<file path="src/rtl/grid_mem_arbiter_pkg.sv">
// Shared constants and encodings for the playfield occupancy RAM arbiter.
package grid_mem_arbiter_pkg;

  localparam int GRID_W     = 80;
  localparam int GRID_H     = 60;
  localparam int CELL_W     = 2;
  localparam int ADDR_W     = 13;
  localparam int GRID_CELLS = GRID_W * GRID_H;

  typedef enum logic [CELL_W-1:0] {
    CELL_EMPTY = 2'd0,
    CELL_BODY  = 2'd1,
    CELL_HEAD  = 2'd2,
    CELL_FOOD  = 2'd3
  } cell_t;

  // Who owns the RAM read data arriving this cycle.
  typedef enum logic [1:0] {
    OWN_NONE = 2'd0,
    OWN_REN  = 2'd1,
    OWN_CORE = 2'd2
  } owner_t;

  typedef enum logic {
    ST_CLEAR = 1'b0,
    ST_RUN   = 1'b1
  } state_t;

endpackage

</file>
<file path="src/rtl/grid_mem_arbiter_if.sv">
// Bundle of clear, renderer, core and RAM-side signals around the arbiter.
interface grid_mem_arbiter_if;
  import grid_mem_arbiter_pkg::*;

  logic              clr_req;
  logic              clr_busy;
  logic              ren_en;
  logic [7:0]        ren_gx;
  logic [6:0]        ren_gy;
  logic [CELL_W-1:0] ren_data;
  logic              ren_valid;
  logic              core_req;
  logic              core_we;
  logic [7:0]        core_gx;
  logic [6:0]        core_gy;
  logic [CELL_W-1:0] core_wdata;
  logic              core_ack;
  logic [CELL_W-1:0] core_rdata;
  logic              core_oob;
  logic              mem_en;
  logic              mem_we;
  logic [ADDR_W-1:0] mem_addr;
  logic [CELL_W-1:0] mem_wdata;
  logic [CELL_W-1:0] mem_rdata;

  modport slave (
    input  clr_req, ren_en, ren_gx, ren_gy,
    input  core_req, core_we, core_gx, core_gy, core_wdata,
    input  mem_rdata,
    output clr_busy, ren_data, ren_valid,
    output core_ack, core_rdata, core_oob,
    output mem_en, mem_we, mem_addr, mem_wdata
  );

  modport master (
    output clr_req, ren_en, ren_gx, ren_gy,
    output core_req, core_we, core_gx, core_gy, core_wdata,
    output mem_rdata,
    input  clr_busy, ren_data, ren_valid,
    input  core_ack, core_rdata, core_oob,
    input  mem_en, mem_we, mem_addr, mem_wdata
  );

endinterface

</file>
<file path="src/rtl/grid_mem_arbiter_addr_map.sv">
// Combinational grid coordinate to RAM address mapping with range flag.
module grid_addr_map
  import grid_mem_arbiter_pkg::*;
#(
  parameter int GW = GRID_W,
  parameter int GH = GRID_H,
  parameter int AW = ADDR_W
) (
  input  logic [7:0]    i_gx,
  input  logic [6:0]    i_gy,
  output logic [AW-1:0] o_addr,
  output logic          o_oob
);

  localparam logic [7:0] GX_LIM = 8'(GW);
  localparam logic [6:0] GY_LIM = 7'(GH);

  logic [AW-1:0] w_gx_ext;
  logic [AW-1:0] w_gy_ext;

  assign w_gx_ext = AW'(i_gx);
  assign w_gy_ext = AW'(i_gy);

  // 80 = 64 + 16, so the row offset is two shifted copies of gy.
  generate
    if (GW == 80) begin : g_shift
      assign o_addr = (w_gy_ext << 6) + (w_gy_ext << 4) + w_gx_ext;
    end else begin : g_mul
      assign o_addr = w_gy_ext * AW'(GW) + w_gx_ext;
    end
  endgenerate

  assign o_oob = (i_gx >= GX_LIM) | (i_gy >= GY_LIM);

endmodule

</file>
<file path="src/rtl/grid_mem_arbiter.sv">
// Single-port occupancy RAM arbiter: clear sweep, renderer reads, core read/modify/write.
module grid_mem_arbiter
  import grid_mem_arbiter_pkg::*;
(
  input logic               i_clk,
  input logic               i_rst_n,
  grid_mem_arbiter_if.slave bus
);

  localparam logic [ADDR_W-1:0] LAST_ADDR = ADDR_W'(GRID_CELLS - 1);

  state_t            r_state, w_state_next;
  owner_t            r_tag, w_tag_next;
  logic [ADDR_W-1:0] r_cnt, w_cnt_next;
  logic [ADDR_W-1:0] r_addr_last;
  logic [CELL_W-1:0] r_wdata_last;
  logic              r_ren_valid;
  logic              r_core_ack;
  logic              r_core_oob;

  logic              w_mem_en, w_mem_we;
  logic [ADDR_W-1:0] w_mem_addr;
  logic [CELL_W-1:0] w_mem_wdata;

  // Index 0 maps the renderer, index 1 maps the core.
  logic [7:0]        w_gx       [2];
  logic [6:0]        w_gy       [2];
  logic [ADDR_W-1:0] w_map_addr [2];
  logic              w_map_oob  [2];

  assign w_gx[0] = bus.ren_gx;
  assign w_gy[0] = bus.ren_gy;
  assign w_gx[1] = bus.core_gx;
  assign w_gy[1] = bus.core_gy;

  genvar gi;
  generate
    for (gi = 0; gi < 2; gi++) begin : g_map
      grid_addr_map u_map (
        .i_gx   (w_gx[gi]),
        .i_gy   (w_gy[gi]),
        .o_addr (w_map_addr[gi]),
        .o_oob  (w_map_oob[gi])
      );
    end
  endgenerate

  logic w_ren_rd, w_core_grant, w_core_acc;

  assign w_ren_rd     = (r_state == ST_RUN) & bus.ren_en & ~w_map_oob[0];
  // The core may not be re-granted in the cycle its previous access is acked.
  assign w_core_grant = (r_state == ST_RUN) & ~bus.ren_en & bus.core_req & ~r_core_ack;
  assign w_core_acc   = w_core_grant & ~w_map_oob[1];

  always_comb begin
    w_state_next = r_state;
    w_cnt_next   = r_cnt;
    w_tag_next   = OWN_NONE;
    w_mem_en     = 1'b0;
    w_mem_we     = 1'b0;
    w_mem_addr   = r_addr_last;
    w_mem_wdata  = r_wdata_last;
    case (r_state)
      ST_CLEAR: begin
        w_mem_en    = 1'b1;
        w_mem_we    = 1'b1;
        w_mem_addr  = r_cnt;
        w_mem_wdata = '0;
        if (r_cnt == LAST_ADDR) begin
          w_state_next = ST_RUN;
          w_cnt_next   = '0;
        end else begin
          w_cnt_next = r_cnt + ADDR_W'(1);
        end
      end
      ST_RUN: begin
        if (w_ren_rd) begin
          w_mem_en   = 1'b1;
          w_mem_addr = w_map_addr[0];
          w_tag_next = OWN_REN;
        end else if (w_core_acc) begin
          w_mem_en    = 1'b1;
          w_mem_we    = bus.core_we;
          w_mem_addr  = w_map_addr[1];
          w_mem_wdata = bus.core_wdata;
          w_tag_next  = bus.core_we ? OWN_NONE : OWN_CORE;
        end
      end
      default: w_state_next = ST_CLEAR;
    endcase
    if (bus.clr_req) begin
      w_state_next = ST_CLEAR;
      w_cnt_next   = '0;
    end
  end

  always_ff @(posedge i_clk) begin
    if (!i_rst_n) begin
      r_state      <= ST_CLEAR;
      r_cnt        <= '0;
      r_tag        <= OWN_NONE;
      r_addr_last  <= '0;
      r_wdata_last <= '0;
      r_ren_valid  <= 1'b0;
      r_core_ack   <= 1'b0;
      r_core_oob   <= 1'b0;
    end else begin
      r_state     <= w_state_next;
      r_cnt       <= w_cnt_next;
      r_tag       <= w_tag_next;
      r_ren_valid <= bus.ren_en;
      r_core_ack  <= w_core_grant;
      r_core_oob  <= w_core_grant & w_map_oob[1];
      if (w_mem_en) begin
        r_addr_last  <= w_mem_addr;
        r_wdata_last <= w_mem_wdata;
      end
    end
  end

  assign bus.clr_busy   = (r_state == ST_CLEAR);
  assign bus.ren_valid  = r_ren_valid;
  assign bus.ren_data   = (r_tag == OWN_REN) ? bus.mem_rdata : '0;
  assign bus.core_ack   = r_core_ack;
  assign bus.core_oob   = r_core_oob;
  assign bus.core_rdata = (r_tag == OWN_CORE) ? bus.mem_rdata : '0;
  assign bus.mem_en     = w_mem_en;
  assign bus.mem_we     = w_mem_we;
  assign bus.mem_addr   = w_mem_addr;
  assign bus.mem_wdata  = w_mem_wdata;

endmodule

</file>
<file path="src/flat_wrapper.sv">
// flat-port wrapper written by rule: the top's interface ports become plain ports
module grid_mem_arbiter_flat import grid_mem_arbiter_pkg::*;
  (i_clk, i_rst_n, bus_clr_req, bus_ren_en, bus_ren_gx, bus_ren_gy, bus_core_req, bus_core_we, bus_core_gx, bus_core_gy, bus_core_wdata, bus_mem_rdata, bus_clr_busy, bus_ren_data, bus_ren_valid, bus_core_ack, bus_core_rdata, bus_core_oob, bus_mem_en, bus_mem_we, bus_mem_addr, bus_mem_wdata);
  grid_mem_arbiter_if bus_i ();
  input logic i_clk;
  input logic i_rst_n;
  input wire logic [$bits(bus_i.clr_req)-1:0] bus_clr_req;
  input wire logic [$bits(bus_i.ren_en)-1:0] bus_ren_en;
  input wire logic [$bits(bus_i.ren_gx)-1:0] bus_ren_gx;
  input wire logic [$bits(bus_i.ren_gy)-1:0] bus_ren_gy;
  input wire logic [$bits(bus_i.core_req)-1:0] bus_core_req;
  input wire logic [$bits(bus_i.core_we)-1:0] bus_core_we;
  input wire logic [$bits(bus_i.core_gx)-1:0] bus_core_gx;
  input wire logic [$bits(bus_i.core_gy)-1:0] bus_core_gy;
  input wire logic [$bits(bus_i.core_wdata)-1:0] bus_core_wdata;
  input wire logic [$bits(bus_i.mem_rdata)-1:0] bus_mem_rdata;
  output wire logic [$bits(bus_i.clr_busy)-1:0] bus_clr_busy;
  output wire logic [$bits(bus_i.ren_data)-1:0] bus_ren_data;
  output wire logic [$bits(bus_i.ren_valid)-1:0] bus_ren_valid;
  output wire logic [$bits(bus_i.core_ack)-1:0] bus_core_ack;
  output wire logic [$bits(bus_i.core_rdata)-1:0] bus_core_rdata;
  output wire logic [$bits(bus_i.core_oob)-1:0] bus_core_oob;
  output wire logic [$bits(bus_i.mem_en)-1:0] bus_mem_en;
  output wire logic [$bits(bus_i.mem_we)-1:0] bus_mem_we;
  output wire logic [$bits(bus_i.mem_addr)-1:0] bus_mem_addr;
  output wire logic [$bits(bus_i.mem_wdata)-1:0] bus_mem_wdata;
  assign bus_i.clr_req = bus_clr_req;
  assign bus_i.ren_en = bus_ren_en;
  assign bus_i.ren_gx = bus_ren_gx;
  assign bus_i.ren_gy = bus_ren_gy;
  assign bus_i.core_req = bus_core_req;
  assign bus_i.core_we = bus_core_we;
  assign bus_i.core_gx = bus_core_gx;
  assign bus_i.core_gy = bus_core_gy;
  assign bus_i.core_wdata = bus_core_wdata;
  assign bus_i.mem_rdata = bus_mem_rdata;
  assign bus_clr_busy = bus_i.clr_busy;
  assign bus_ren_data = bus_i.ren_data;
  assign bus_ren_valid = bus_i.ren_valid;
  assign bus_core_ack = bus_i.core_ack;
  assign bus_core_rdata = bus_i.core_rdata;
  assign bus_core_oob = bus_i.core_oob;
  assign bus_mem_en = bus_i.mem_en;
  assign bus_mem_we = bus_i.mem_we;
  assign bus_mem_addr = bus_i.mem_addr;
  assign bus_mem_wdata = bus_i.mem_wdata;
  grid_mem_arbiter u_core (.i_clk(i_clk), .i_rst_n(i_rst_n), .bus(bus_i));
endmodule
</file>
<file path="config.mk">
export PLATFORM = sky130hd
export DESIGN_NAME = grid_mem_arbiter_flat
export DESIGN_NICKNAME = d
export VERILOG_FILES = /design/src/rtl/grid_mem_arbiter_pkg.sv /design/src/rtl/grid_mem_arbiter_if.sv /design/src/rtl/grid_mem_arbiter_addr_map.sv /design/src/rtl/grid_mem_arbiter.sv /design/src/flat_wrapper.sv
export SDC_FILE = /design/constraint.sdc
export NUM_CORES = 1
export LEC_CHECK = 0
export CAP_MARGIN = 40
export CORE_MARGIN = 1.5
export CORE_UTILIZATION = 40
export CTS_CLUSTER_SIZE = 28
export DETAILED_ROUTE_END_ITERATION = 8
export DONT_BUFFER_PORTS = 1
export HOLD_SLACK_MARGIN = 0.08
export PLACE_DENSITY_LB_ADDON = 0.25
export RECOVER_POWER = 100
export SYNTH_ARGS = -nofsm -noshare
export SYNTH_HDL_FRONTEND = slang
export SYNTH_SLANG_ARGS = --single-unit
</file>
<file path="constraint.sdc">
create_clock -name i_clk -period 7 [get_ports i_clk]
set_input_delay 0.7 -clock i_clk [delete_from_list [all_inputs] [get_ports i_clk]]
set_output_delay 0.7 -clock i_clk [all_outputs]
set_load 0.005 [all_outputs]
</file>
# Word level (Yosys, flattened, before mapping)

Cells that the tools add are included.

Memories: 0
Latch bits: 0
Register bits: 34
Word-level logic and storage cells: 60
ROM bits: 0
RAM bits: 0
Input port bits: 40

Div/mod/pow operators: 0
Magnitude comparators: 4
Multiplexer cells: 20
Reductions and logical operators: 3
$mul: 0
Eq/ne operators: 3
Bitwise operators: 16
Add/subtract/negate cells: 5
Shift-type cells: 0

Operators with widths:

| operator                                            | count |
|---|---|
| 2-to-1 mux 13 bit                                   | 3 |
| adder 13 x 11 -> 13 bit                             | 2 |
| adder 13 x 8 -> 13 bit                              | 2 |
| case mux 13 bit (2 select lines)                    | 1 |
| >= comparator 8 x 7 -> 1 bit, second input constant | 2 |
| >= comparator 7 x 6 -> 1 bit, second input constant | 2 |
| adder 13 x 1 -> 13 bit, second input constant       | 1 |
| == test 13 bit, second input constant               | 1 |
| 2-to-1 mux 2 bit                                    | 5 |
| 2-to-1 mux 1 bit                                    | 8 |
| bitwise AND 1 bit                                   | 7 |
| inverter 1 bit                                      | 7 |
| case mux 1 bit (2 select lines)                     | 2 |
| case mux 2 bit (2 select lines)                     | 1 |
| OR reduction 4 bit                                  | 1 |
| == test 2 x 1 -> 1 bit, second input constant       | 1 |
| == test 2 bit, second input constant                | 1 |
| OR 1 bit                                            | 2 |
| AND reduction 2 bit                                 | 1 |
| OR reduction 2 bit                                  | 1 |

# Longest topological paths before layout

Depth in word-level cells: 8
Depth in mapped cells: 10
Mapped depth without buffers: 10

# By module

A second synthesis with hierarchy kept.

Cell total of the unflattened synthesis: 327
Area, all modules: 2728.9 µm²

By module, submodules not included:

| module                                | instances | cells an instance | area an instance (µm²) | seq. area each (µm²) |
|---|---|---|---|---|
| grid_mem_arbiter                      | 1         | 212               | 1783.0                 | 680.7 |
| grid_addr_map (u_core.g_map[1].u_map) | 1         | 58                | 474.2                  | 0.0 |
| grid_addr_map (u_core.g_map[0].u_map) | 1         | 57                | 471.7                  | 0.0 |

# Least setup slack after synthesis

Ideal clock, no wire load.

Path kind: input to output
From: input bus_core_gy[0]
To: output bus_mem_addr[12]
Required time: 6.300 ns
Path slack: 3.635 ns
Arrival time: 2.665 ns
Path buffers: 0
Stages: 10
Cells stage by stage: inv_1 > fa_1 > inv_1 > ha_1 > a211oi_1 > o21bai_1 > a21oi_1 > o21bai_1 > a311oi_2 > nor2_1

Longest elaborated chain between the ends: 7

Ends and longest elaborated chain:

| element                                                                         | RTL line               | source |
|---|---|---|
| start, declared                                                                 | flat_wrapper.sv:14     | `input wire logic [$bits(bus_i.core_gy)-1:0] bus_core_gy;` |
| parallel branches: the longest is 4 deep, another holds adder 13 x 11 -> 13 bit | n/a                    |  |
| 2-to-1 mux 13 bit (*)                                                           | grid_mem_arbiter.sv:81 | `end else if (w_core_acc) begin` |
| 2-to-1 mux 13 bit (*)                                                           | grid_mem_arbiter.sv:77 | `if (w_ren_rd) begin` |
| case mux 13 bit (2 select lines) (*)                                            | grid_mem_arbiter.sv:63 | `case (r_state)` |
| end, declared                                                                   | flat_wrapper.sv:25     | `output wire logic [$bits(bus_i.mem_addr)-1:0] bus_mem_addr;` |

Every way passes the cells marked *.

# Worst setup path after layout

Same ends and word-level chain as after synthesis.

==> results.json <==
{
  "grt-busiest-layer": "met2",
  "pwr-share-seq_pct": 43.3,
  "gp_congestion": 0.920,
  "die_y_um": 82.6,
  "setup.worst_path.start_class": "input pin",
  "net-switching-power_mw": 0.119,
  "use_met3_pct": 4.07,
  "cts_root_buf": "clkbuf_8",
  "final_cell_mix": "nand2_1 (36), dfxtp_1 (34), ha_1 (25)",
  "fp-row-count": 28,
  "via_per_inst": 5.67,
  "cts_resized": 0,
  "cts_made_buffers": 5,
  "coreArea_um2": 6030,
  "use_met1_pct": 24.7,
  "crit_path_end_kind": "primary output",
  "period_share_pct": 52.0,
  "via_count": 2161,
  "h-tree-depth": 2,
  "diodes": 0,
  "grt.total_usage_pct": 19.1,
  "io_pins": 65,
  "rsz0062_at_grt": "no",
  "initial_utilization_pct": 42.1,
  "synth_warnings": 0,
  "dieArea_um2": 6830,
  "port_buffers": 0,
  "synth_cells": 307,
  "ys_ff_latch": 34,
  "p_int_mw": 0.333,
  "setup_tns_ns": 0,
  "layout_commonest_cell": "nand2_1",
  "nFillCells": 628,
  "grt_pass1_vias": 1991,
  "relSlewSlack_pct": 37.6,
  "critical_path.max_fanout": 2,
  "reg2reg_from": "u_core.r_state$_SDFF_PP0_",
  "synth_edf_count": 0,
  "critPathArrivalTime_ns": 2.94,
  "power_frac_clock_pct": 38.5,
  "firstDrtPassIters": 4,
  "post_drt_wl_per_cell_um": 16.2,
  "synthArstFlopShare_pct": 0,
  "synth_ff_type": "dfxtp_1",
  "setup_viol": 0,
  "path_class": "input pin to primary output",
  "dp.cells": 373,
  "synth_area_um2": 2540,
  "crit_required_ns": 6.30,
  "cp-endpoint": "bus_mem_addr[12]",
  "grt_pass1_wl_mm": 9.61,
  "cts.clk_slew.worst_paths_ns": 0.07,
  "p_per_area_nw_per_um2": 169,
  "area_growth_syn_to_layout_pct": 5.38,
  "max_freq_ghz": 0.275,
  "clock-sinks": 34,
  "vdd_drop_max_uv": 129,
  "synth.avg_cell_area_um2": 8.26,
  "clock_latency_ns": 0.29,
  "cts_tree": "yes",
  "worstReg2RegEnd": "u_core.r_addr_last[12]$_SDFFE_PN0P_",
  "antenna_left": 0,
  "fin_worst_skew_ns": 0.00372,
  "hold_viol": 0,
  "tightest_slew_ns": 0.936,
  "hold_path_class": "input pin to flip-flop",
  "ys_seq_area_share_pct": 26.8,
  "drt-initial-drc-count": 59,
  "final_cells": 381,
  "use_met2_pct": 31.2,
  "maxCapViolations": 0,
  "r2r_cells": 6,
  "synth_fp_nets": 378,
  "die_w_um": 82.6,
  "leakage_nw": 1.02,
  "overflow": 0,
  "fin_crit_ns": 3.64,
  "drc": 0,
  "antenna_found_initial": 0,
  "clock_path_buffers": 2,
  "synth_cell_types": 51,
  "dpl.hpwl_mm": 4.80,
  "drive_above_1_share_pct": 3.59,
  "maxSlewViolCount": 0,
  "hold_buffers": 0,
  "grt_max_degree": 24,
  "finalWirelength_mm": 6.17,
  "combinationalPowerShare_pct": 18.2,
  "postCtsSetupBuffers": 0,
  "outcome": "completed",
  "netSwitchingFraction_pct": 26.4,
  "r2r_slack_ns": 4.47,
  "final_nets": 376,
  "startpoint": "bus_core_gy[0]"
}
==> critical path, stage by stage <==
cell	delay, ns
inv_1	0.04
fa_1	0.58
inv_1	0.06
ha_1	0.31
a211oi_1	0.28
o21bai_1	0.13
a21oi_1	0.26
o21bai_1	0.09
a311oi_1	0.36
nor2_1	0.12
==> per-layer routing <==
layer	share of wire, %	up-vias
li1	-	1077
met2	47	57
met4	1.2	0
met3	6.7	7
met5	0	-
met1	45	1020
==> sequential cells by signal, summed over array words and instances (netlist names) <==
name and count:
u_core.bus.core_oob 1, u_core.r_wdata_last 2, u_core.bus.core_ack 1, u_core.r_tag 2, u_core.r_cnt 13, u_core.r_addr_last 13
u_core.r_state 1, u_core.bus.ren_valid 1
==> worst min-delay path by stage <==
stage	end	start	slack, ns	cells after the start
floorplan	u_core.r_addr_last[10]$_SDFFE_PN0P_	u_core.r_addr_last[10]$_SDFFE_PN0P_	0.46	2
global placement	u_core.r_addr_last[10]$_SDFFE_PN0P_	u_core.r_addr_last[10]$_SDFFE_PN0P_	0.47	2
detailed placement	u_core.r_addr_last[10]$_SDFFE_PN0P_	u_core.r_addr_last[10]$_SDFFE_PN0P_	0.48	2
CTS	u_core.r_tag[1]$_SDFF_PP0_	bus_core_we	0.47	1
global route	u_core.r_tag[1]$_SDFF_PP0_	bus_core_we	0.47	1
finish	u_core.r_tag[1]$_SDFF_PP0_	bus_core_we	0.48	1
==> Yosys cell counts (2+ instances only) <==
cell type,n,area share [%]
nand3_1,7,1.4
o21ai_1,7,1.4
xor2_1,6,2.1
o21a_1,3,0.89
nand4_1,3,0.74
and4_1,3,1.0
clkbuf_1,3,0.44
a22oi_1,3,0.89
fa_1,6,4.7
and2_1,10,2.5
o31a_1,2,0.69
inv_1,17,2.5
or2_2,2,0.49
mux2_2,2,0.89
nand2_1,36,5.3
a211o_1,2,0.69
ha_1,25,12
a31oi_1,2,0.49
o21ai_0,14,2.8
nor2b_1,13,3.2
o22a_1,2,0.69
buf_6,2,0.89
dfxtp_1,34,27
o21bai_1,9,2.7
a21oi_1,22,4.3
nor2_1,22,3.3
xnor2_1,9,3.1
and3b_1,5,1.7
o31ai_1,5,1.5
nor3b_1,2,0.59
a21o_1,2,0.59
a211oi_1,4,1.2
buf_2,5,0.99
==> cell families (layout without fill, tap and decap cells) <==
kind of cell	count (synthesis)	in the layout	share of synthesized area [%]
AO/OA/AOI/OAI	82	82	20.6
XOR/XNOR	15	15	5.18
adder cells (fa/ha/maj)	31	31	17.1
buffers and inverters	28	27	5.13
flip-flops	34	34	26.8
multiplexers	3	3	1.28
AND/OR/NAND/NOR	114	114	23.9
==> per-stage QoR <==
stage | hold WS [ns] | instance area (um2) | utilization, % | setup slack (ns) | power, mW
after floorplan | 0.456 | 2540 | - | 3.63 | 0.266
after global placement | 0.474 | 2580 | 42.8 | 3.45 | 0.281
after detailed placement | 0.479 | 2580 | 42.8 | 3.39 | 0.282
after CTS | 0.474 | 2690 | 44.6 | 3.38 | 0.455
after global routing | 0.474 | 2670 | 44.4 | 3.18 | 0.473
final | 0.483 | 2670 | 44.4 | 3.36 | 0.452
==> area by class of cell <==
class / count / area (um2) / area share, %
inverter: 17 / 63.8 / 2.39
timing repair buffer: 2 / 7.51 / 0.281
sequential: 34 / 681 / 25.5
multi-input combinational: 245 / 1720 / 64.2
tap: 75 / 93.8 / 3.51
clock buffer: 8 / 110 / 4.12
==> power groups by stage <==
| stage | registers (mW) | clock network [mW] | logic (mW) |
|---|---|---|---|
| final | 0.196 | 0.174 | 0.0822 |
| after global placement | 0.200 | 0 | 0.0810 |
| after global routing | 0.196 | 0.185 | 0.0932 |
| after floorplan | 0.200 | 0 | 0.0665 |
| after detailed placement | 0.200 | 0 | 0.0822 |
| after CTS | 0.195 | 0.177 | 0.0830 |
Power figures use the tool's default switching activity.
